### config.mk
export PLATFORM = sky130hd
export DESIGN_NAME = uart_receiver
export DESIGN_NICKNAME = d
export VERILOG_FILES = /design/src/rtl/uart_receiver.sv
export SDC_FILE = /design/constraint.sdc
export NUM_CORES = 1
export LEC_CHECK = 0
export CORE_AREA = 3 3 83 85
export CTS_CLUSTER_SIZE = 30
export DETAILED_ROUTE_END_ITERATION = 16
export DIE_AREA = 0 0 86 88
export GPL_ROUTABILITY_DRIVEN = 1
export HOLD_SLACK_MARGIN = 0.02
export PLACE_DENSITY = 0.57
export SYNTH_ARGS = -nofsm -noshare
export SYNTH_HDL_FRONTEND = slang
export SYNTH_SLANG_ARGS = --single-unit
export TNS_END_PERCENT = 20
### constraint.sdc
create_clock -name clk -period 2.7 [get_ports clk]
set_input_delay 0.54 -clock clk [delete_from_list [all_inputs] [get_ports clk]]
set_output_delay 0.54 -clock clk [all_outputs]
set_load 0.02 [all_outputs]
### src/rtl/uart_receiver.sv
// uart_receiver: 8N1 asynchronous serial receiver with a small output buffer.
//
// The serial line is synchronized, framed by a five-state FSM that samples
// every bit at its centre, and completed bytes are pushed into a buffer that
// the consumer drains with an o_valid/i_ready handshake.
//
// Build option:
//   UART_RX_FIFO_EN  undefined -> single holding register (full = o_valid)
//   UART_RX_FIFO_EN  defined   -> 4-entry FIFO with wrapping pointers
`timescale 1ns/1ps

module uart_receiver #(
  parameter int clk_freq_hz = 12000000,
  parameter int baud_rate   = 9600
) (
  input  logic       clk,
  input  logic       resetn,
  input  logic       i_rxd,
  output logic [7:0] o_data,
  output logic       o_valid,
  input  logic       i_ready,
  output logic       o_frame_err,
  output logic       o_overrun
);

  // Clocks per bit and the half-bit offset used to land on bit centres.
  localparam int DIV   = clk_freq_hz / baud_rate;
  localparam int HALF  = DIV / 2;
  localparam int CNT_W = (DIV > 1) ? $clog2(DIV) : 1;

  localparam logic [CNT_W-1:0] RELOAD_FULL = CNT_W'(DIV - 1);
  localparam logic [CNT_W-1:0] RELOAD_HALF = CNT_W'(HALF - 1);

  typedef enum logic [2:0] {
    S_IDLE,
    S_START,
    S_DATA,
    S_STOP,
    S_WAIT_HIGH
  } state_t;

  // ---------------------------------------------------------------------------
  // Line synchronizer
  // ---------------------------------------------------------------------------
  logic [1:0] r_sync;
  logic       w_rxs;

  // Two-flop synchronizer; flops reset to the idle (high) line level so a
  // reset release never looks like a start bit.
  // NOTE: clocked state is always written with non-blocking (<=) assignments
  // so every flop samples the pre-edge values of its inputs, independent of
  // statement order.
  always_ff @(posedge clk or negedge resetn) begin
    if (!resetn) begin
      r_sync <= 2'b11;
    end else begin
      r_sync <= {r_sync[0], i_rxd};
    end
  end

  assign w_rxs = r_sync[1];

  // ---------------------------------------------------------------------------
  // Framing FSM
  // ---------------------------------------------------------------------------
  state_t           r_state;
  state_t           w_state_nxt;
  logic [CNT_W-1:0] r_cnt;
  logic [CNT_W-1:0] w_cnt_nxt;
  logic [2:0]       r_idx;
  logic [2:0]       w_idx_nxt;
  logic [7:0]       r_shift;
  logic [7:0]       w_shift_nxt;
  logic             w_cnt_zero;
  logic             w_push;
  logic             w_frame_err;

  assign w_cnt_zero = (r_cnt == '0);

  // State, bit-timer, bit index and shift register.
  always_ff @(posedge clk or negedge resetn) begin
    if (!resetn) begin
      r_state <= S_IDLE;
      r_cnt   <= '0;
      r_idx   <= '0;
      r_shift <= '0;
    end else begin
      r_state <= w_state_nxt;
      r_cnt   <= w_cnt_nxt;
      r_idx   <= w_idx_nxt;
      r_shift <= w_shift_nxt;
    end
  end

  // Next-state logic: the down-counter times each half/full bit, and every
  // decision is taken only when it reaches zero.
  // NOTE: every signal driven here receives a default first, so no path can
  // leave it unassigned and infer a latch.
  always_comb begin
    w_state_nxt = r_state;
    w_cnt_nxt   = r_cnt;
    w_idx_nxt   = r_idx;
    w_shift_nxt = r_shift;
    w_push      = 1'b0;
    w_frame_err = 1'b0;

    case (r_state)
      S_IDLE: begin
        if (!w_rxs) begin
          w_state_nxt = S_START;
          w_cnt_nxt   = RELOAD_HALF;
        end
      end

      S_START: begin
        if (!w_cnt_zero) begin
          w_cnt_nxt = r_cnt - CNT_W'(1);
        end else if (w_rxs) begin
          // Line went back high before mid start bit: treat as a glitch.
          w_state_nxt = S_IDLE;
        end else begin
          w_state_nxt = S_DATA;
          w_cnt_nxt   = RELOAD_FULL;
          w_idx_nxt   = 3'd0;
        end
      end

      S_DATA: begin
        if (!w_cnt_zero) begin
          w_cnt_nxt = r_cnt - CNT_W'(1);
        end else begin
          // LSB arrives first, so shift in from the top; after eight samples
          // bit 0 sits in the LSB.
          w_shift_nxt = {w_rxs, r_shift[7:1]};
          w_cnt_nxt   = RELOAD_FULL;
          if (r_idx == 3'd7) begin
            w_state_nxt = S_STOP;
          end else begin
            w_idx_nxt = r_idx + 3'd1;
          end
        end
      end

      S_STOP: begin
        if (!w_cnt_zero) begin
          w_cnt_nxt = r_cnt - CNT_W'(1);
        end else if (w_rxs) begin
          w_push      = 1'b1;
          w_state_nxt = S_IDLE;
        end else begin
          // Stop bit low: drop the byte and wait out any break condition.
          w_frame_err = 1'b1;
          w_state_nxt = S_WAIT_HIGH;
        end
      end

      S_WAIT_HIGH: begin
        if (w_rxs) begin
          w_state_nxt = S_IDLE;
        end
      end

      default: begin
        w_state_nxt = S_IDLE;
      end
    endcase
  end

  // ---------------------------------------------------------------------------
  // Output buffer
  // ---------------------------------------------------------------------------
  logic w_pop;
  logic w_full;
  logic w_accept;
  logic w_overrun;

  assign w_pop     = o_valid & i_ready;
  // A pop in the same cycle frees a slot, so a full buffer still accepts.
  assign w_accept  = w_push & (~w_full | w_pop);
  assign w_overrun = w_push & w_full & ~w_pop;

`ifdef UART_RX_FIFO_EN
  logic [7:0] r_mem [4];
  logic [1:0] r_wr_ptr;
  logic [1:0] r_rd_ptr;
  logic [2:0] r_count;

  assign w_full  = (r_count == 3'd4);
  assign o_valid = (r_count != 3'd0);
  assign o_data  = r_mem[r_rd_ptr];

  // FIFO storage, wrapping pointers and occupancy count.
  // NOTE: the four storage bytes are reset on purpose: o_data reads the head
  // entry directly and must be 0x00 while in reset.
  always_ff @(posedge clk or negedge resetn) begin
    if (!resetn) begin
      for (int i = 0; i < 4; i++) begin
        r_mem[i] <= '0;
      end
      r_wr_ptr <= '0;
      r_rd_ptr <= '0;
      r_count  <= '0;
    end else begin
      if (w_accept) begin
        r_mem[r_wr_ptr] <= r_shift;
        r_wr_ptr        <= r_wr_ptr + 2'd1;
      end
      if (w_pop) begin
        r_rd_ptr <= r_rd_ptr + 2'd1;
      end
      case ({w_accept, w_pop})
        2'b10:   r_count <= r_count + 3'd1;
        2'b01:   r_count <= r_count - 3'd1;
        default: r_count <= r_count;
      endcase
    end
  end
`else
  logic [7:0] r_hold_data;
  logic       r_hold_valid;

  assign w_full  = r_hold_valid;
  assign o_valid = r_hold_valid;
  assign o_data  = r_hold_data;

  // Single holding register; data is only replaced by an accepted push, so
  // o_data stays put while the consumer stalls.
  always_ff @(posedge clk or negedge resetn) begin
    if (!resetn) begin
      r_hold_data  <= '0;
      r_hold_valid <= 1'b0;
    end else if (w_accept) begin
      r_hold_data  <= r_shift;
      r_hold_valid <= 1'b1;
    end else if (w_pop) begin
      r_hold_valid <= 1'b0;
    end
  end
`endif

  // ---------------------------------------------------------------------------
  // Status pulses
  // ---------------------------------------------------------------------------
  logic r_frame_err;
  logic r_overrun;

  // Register the error strobes into clean one-cycle output pulses.
  always_ff @(posedge clk or negedge resetn) begin
    if (!resetn) begin
      r_frame_err <= 1'b0;
      r_overrun   <= 1'b0;
    end else begin
      r_frame_err <= w_frame_err;
      r_overrun   <= w_overrun;
    end
  end

  assign o_frame_err = r_frame_err;
  assign o_overrun   = r_overrun;

endmodule

### Yosys cells after proc, flatten, opt, wreduce, memory -nomap -nowiden

Cells that the tools add are included.

* register bits: 38
* bits of input ports: 4
* logic and storage cells: 70

* add/sub/neg operators: 2
* eq/ne operators: 15
* mux-type cells: 28
* bitwise gates (word level): 7
* reductions and logical operators: 9

Operators with widths (number)
* $mux W11: 5
* $pmux W11 S4: 1
* $mux W3: 11
* $ne A2 B2 Y1 const B: 9
* $pmux W3 S5: 1
* $logic_not A11 Y1: 1
* $sub A11 B1 Y11 const B: 1
* $mux W1: 8
* $eq A3 B2 Y1 const B: 2
* $eq A3 B3 Y1 const B: 2
* $pmux W3 S2: 1
* $reduce_and A6 Y1: 1
* $reduce_and A5 Y1: 1
* $and A1 B1 Y1: 4
* $reduce_and A4 Y1: 1
* $reduce_bool A2 Y1: 2
* $reduce_bool A4 Y1: 1
* $add A3 B1 Y3 const B: 1
* $eq A3 B1 Y1 const B: 1
* $logic_not A3 Y1: 1
* $ne A3 B3 Y1 const B: 1
* $mux W2: 1
* $not A1 Y1: 2
* $reduce_and A2 Y1: 1
* $or A1 B1 Y1: 1

### Longest topological paths before layout

* depth in word-level cells: 5
* gate-level depth with buffers: 7
* gate-level depth less buffers: 6

### Worst setup path after synthesis

OpenSTA, ideal clock, no wires.

* kind: register to register
* start point: reg r_cnt[0]
* end point: reg r_cnt[5]
* setup time: 0.121 ns
* arrival: 1.965 ns
* required time: 2.579 ns
* setup slack: 0.614 ns
* cell stages (with the launch flop): 8
* buffers on the path: 1
* period minus slack after synthesis: 2.086 ns
* path through: dfrtp_1 -> inv_1 -> ha_1 -> buf_2 -> or4b_1 -> o31ai_2 -> a21oi_1 -> a22o_1

* longest elaborated chain between the ends: 3

Ends and longest elaborated chain
* start, declared: RTL line 68 `logic [CNT_W-1:0] r_cnt;`
* start signal, assigned: RTL line 89 `r_cnt <= w_cnt_nxt;`
* $sub A11 B1 Y11 / $logic_not A11 Y1 (equally long branches)
* $mux W11, or another cell as far along: RTL line 145 `if (!w_cnt_zero) begin`
* $pmux W11 S4 / $reduce_and A4 Y1 (equally long branches)

Several ways; a longest one is shown, not always the timed one. The select of a mux whose other input is x is not followed.
A chain may end at the register's enable or synchronous reset.

### Worst setup path after layout

* start point: reg r_cnt[0]
* end point: reg r_cnt[10]

Same word-level chain as after synthesis.

==> flow_metrics.env <==
export IMPL_status="complete, no violations"
export IMPL_cts_root_buf="clkbuf_8"
export IMPL_setup_violations=0
export IMPL_end_kind="register"
export IMPL_synth_edff_count=0
export IMPL_final_setup_skew_ns=0.01347
export IMPL_fill_cells=638
export IMPL_period_share_pct=84.11
export IMPL_ys_seq_area_share_pct=51.49
export IMPL_synth_most_common_cell="dfrtp_1"
export IMPL_cp_startpoint="r_cnt[0]$_DFFE_PN0P_"
export IMPL_hold_class="in -> async"
export IMPL_gp_congestion=0.9579
export IMPL_post_cts_buffers=0
export IMPL_grt_max_degree=39
export IMPL_slew_limit_headroom_pct=44.56
export IMPL_clk_pin_slew_ns=0.08
export IMPL_cts_buffers_inserted=5
export IMPL_path_max_fanout=10
export IMPL_drt_iter0_drc=185
export IMPL_postCtsHoldBufs=0
export IMPL_avgSynthCellArea_um2=11.22
export IMPL_place_area_mm2=0.002087
export IMPL_reg2reg_from="r_cnt[0]$_DFFE_PN0P_"
export IMPL_cp_start_kind="register"
export IMPL_power_leakage_uw=0.001039
export IMPL_ys_warnings_count=0
export IMPL_max_clock_freq_ghz=0.4403
export IMPL_diodes=0
export IMPL_antenna_found_initial=0
export IMPL_io_pins=15
export IMPL_num_rows=29
export IMPL_vias=1329
export IMPL_die_h_um=88
export IMPL_coreArea_mm2=0.006277
export IMPL_dp_hpwl_um=2639
export IMPL_post_route_util_pct=35.44
export IMPL_synth_top_area_share_pct=48.65
export IMPL_cts_sinks=38
export IMPL_start_util_pct=29.50
export IMPL_synthArstFlopShare_pct=100.0
export IMPL_die_w_um=86
export IMPL_syn_area_mm2=0.001852
export IMPL_grt_use_total_pct=10.73
export IMPL_syn_to_final_growth_pct=20.13
export IMPL_ys_flop_type="dfrtp_1"
export IMPL_fp_dieArea_mm2=0.007568
export IMPL_final_cell_area_mm2=0.002225
export IMPL_numPortBuffers=14
export IMPL_slew_violations=0
export IMPL_wl_um=3686
export IMPL_clk_path_buf_depth=2
export IMPL_ir_worst_vdd_uv=369.6
export IMPL_first_pass_iters=4
export IMPL_synth_largest_area_cell="dfrtp_1"
export IMPL_grt_first_pass_wirelength_um=6423
export IMPL_critPathKind="reg -> reg"
export IMPL_ant_nets=0
export IMPL_wl_per_cell_um=14.07
export IMPL_syn_nets=172
export IMPL_critPathArrivalTime_ns=2.46
export IMPL_clock_latency_ns=0.30
export IMPL_synth_seq_cells=38
export IMPL_rsz0062_at_grt="false"
export IMPL_tightest_slew_ns=0.8316
export IMPL_synth_cell_types=45
export IMPL_drive_above_1_share_pct=22.70
export IMPL_required_ns=2.89
export IMPL_drc_errors=0
export IMPL_syn_inst=165
export IMPL_h_tree_depth=2
export IMPL_holdWs_ns=0.3387
export IMPL_min_period_ns=2.271
export IMPL_power_density_mw_per_mm2=528.6
export IMPL_max_cap_violations=0
export IMPL_final_nets=191
export IMPL_grt_pass1_vias=1307
export IMPL_hold_violations=0
export IMPL_ctsResizeCount=0
export IMPL_setup_tns_ns=0
export IMPL_synth_area_leaders="dfrtp_1, mux2_2, dfstp_2, nor4b_4, nand2_1"
export IMPL_synth_top_cells_by_count="dfrtp_1, mux2_2, nand2_1, nor2_1"
export IMPL_overflow=0
export IMPL_vias_per_cell=5.073
export IMPL_cts_tree="built"
-- per-layer routing --
layer  vias up  track usage, %  part of all wire [%]
li1        655               -                     -
met1       646           15.88                    52
met2        20           14.86                    44
met4         0           5.180                   1.9
met5         -               0                     0
met3         8           2.070                   2.9
-- through the flow --
step           worst slack (ns)  total power, uW  cells
2_1_floorplan            0.6140            588.0    165
5_1_grt                  0.2748             1218    262
4_1_cts                  0.4547             1194    262
6_report                 0.4290             1176    262
3_3_place_gp             0.5157            604.8    254
3_5_place_dp             0.4634            604.8    254
-- sequential cells by signal, indices dropped and copies added (netlist names) --
name,flops
o_frame_err,1
r_idx,3
r_shift,8
o_valid,1
o_data,8
r_sync,2
o_overrun,1
r_cnt,11
r_state,3
-- final cells by class --
class | count | area, um^2 | share of cell area [%]
clock buffer | 5 | 68.82 | 3.093
tap | 77 | 96.34 | 4.331
clock inverter | 3 | 68.82 | 3.093
timing repair buffer | 18 | 165.2 | 7.424
inverter | 8 | 30.03 | 1.350
multi-input combinational | 113 | 842.1 | 37.85
sequential | 38 | 953.4 | 42.86
-- critical path, cell delays in order (launching register included) --
cell and delay (ns):
dfrtp_1 0.41, inv_1 0.10, ha_1 0.17, buf_4 0.17
or4b_1 0.53, o31ai_2 0.31, a21oi_1 0.23, o211ai_1 0.26
-- power breakdown --
part           internal, uW  total, uW  switching, uW
clock network           370        584            213
registers               571        573           1.81
logic                  4.49       19.2           14.7
total                   946       1180            230
-- cell usage in the layout, fill, tap and decap left out, types with 2 or more instances in the layout --
master / n
clkbuf_8: 5
nor3_1: 6
dfrtp_1: 36
nand2_1: 11
a21oi_1: 8
inv_1: 8
nor2_1: 11
mux2_2: 16
a22o_1: 3
or2_2: 3
o21ai_0: 4
nand3_1: 5
bufinv_16: 2
buf_4: 4
dfstp_2: 2
nor4b_4: 2
clkdlybuf4s50_1: 13
nand4_1: 4
a21o_1: 2
a2111oi_0: 2
a221oi_1: 2
a31oi_1: 4
o311a_1: 2
or3_1: 2
ha_1: 3
a41oi_1: 2
-- kinds of logic (layout without fill, tap and decap cells) --
logic type	count (synthesis)	count (layout)	share of synthesized area (%)
mux	16	16	9.730
flops	38	38	51.49
compound gates	40	40	15.88
fa+ha+maj	3	3	2.027
buf+inv	14	34	3.040
simple gates	54	54	17.84
-- worst paths after layout --
kind	slack [ns]	cells after the start	end
max	0.43	7	r_cnt[10]$_DFFE_PN0P_
min	0.34	1	o_data[7]$_DFFE_PN0P_
max reg2reg	0.43	7	r_cnt[10]$_DFFE_PN0P_
min reg2reg	0.36	0	r_sync[1]$_DFF_PN1_
max in group asynchronous	1.82	1	r_cnt[7]$_DFFE_PN0P_
min in group clk	0.36	0	r_sync[1]$_DFF_PN1_
No activity file was read; power rests on OpenSTA's default activity.
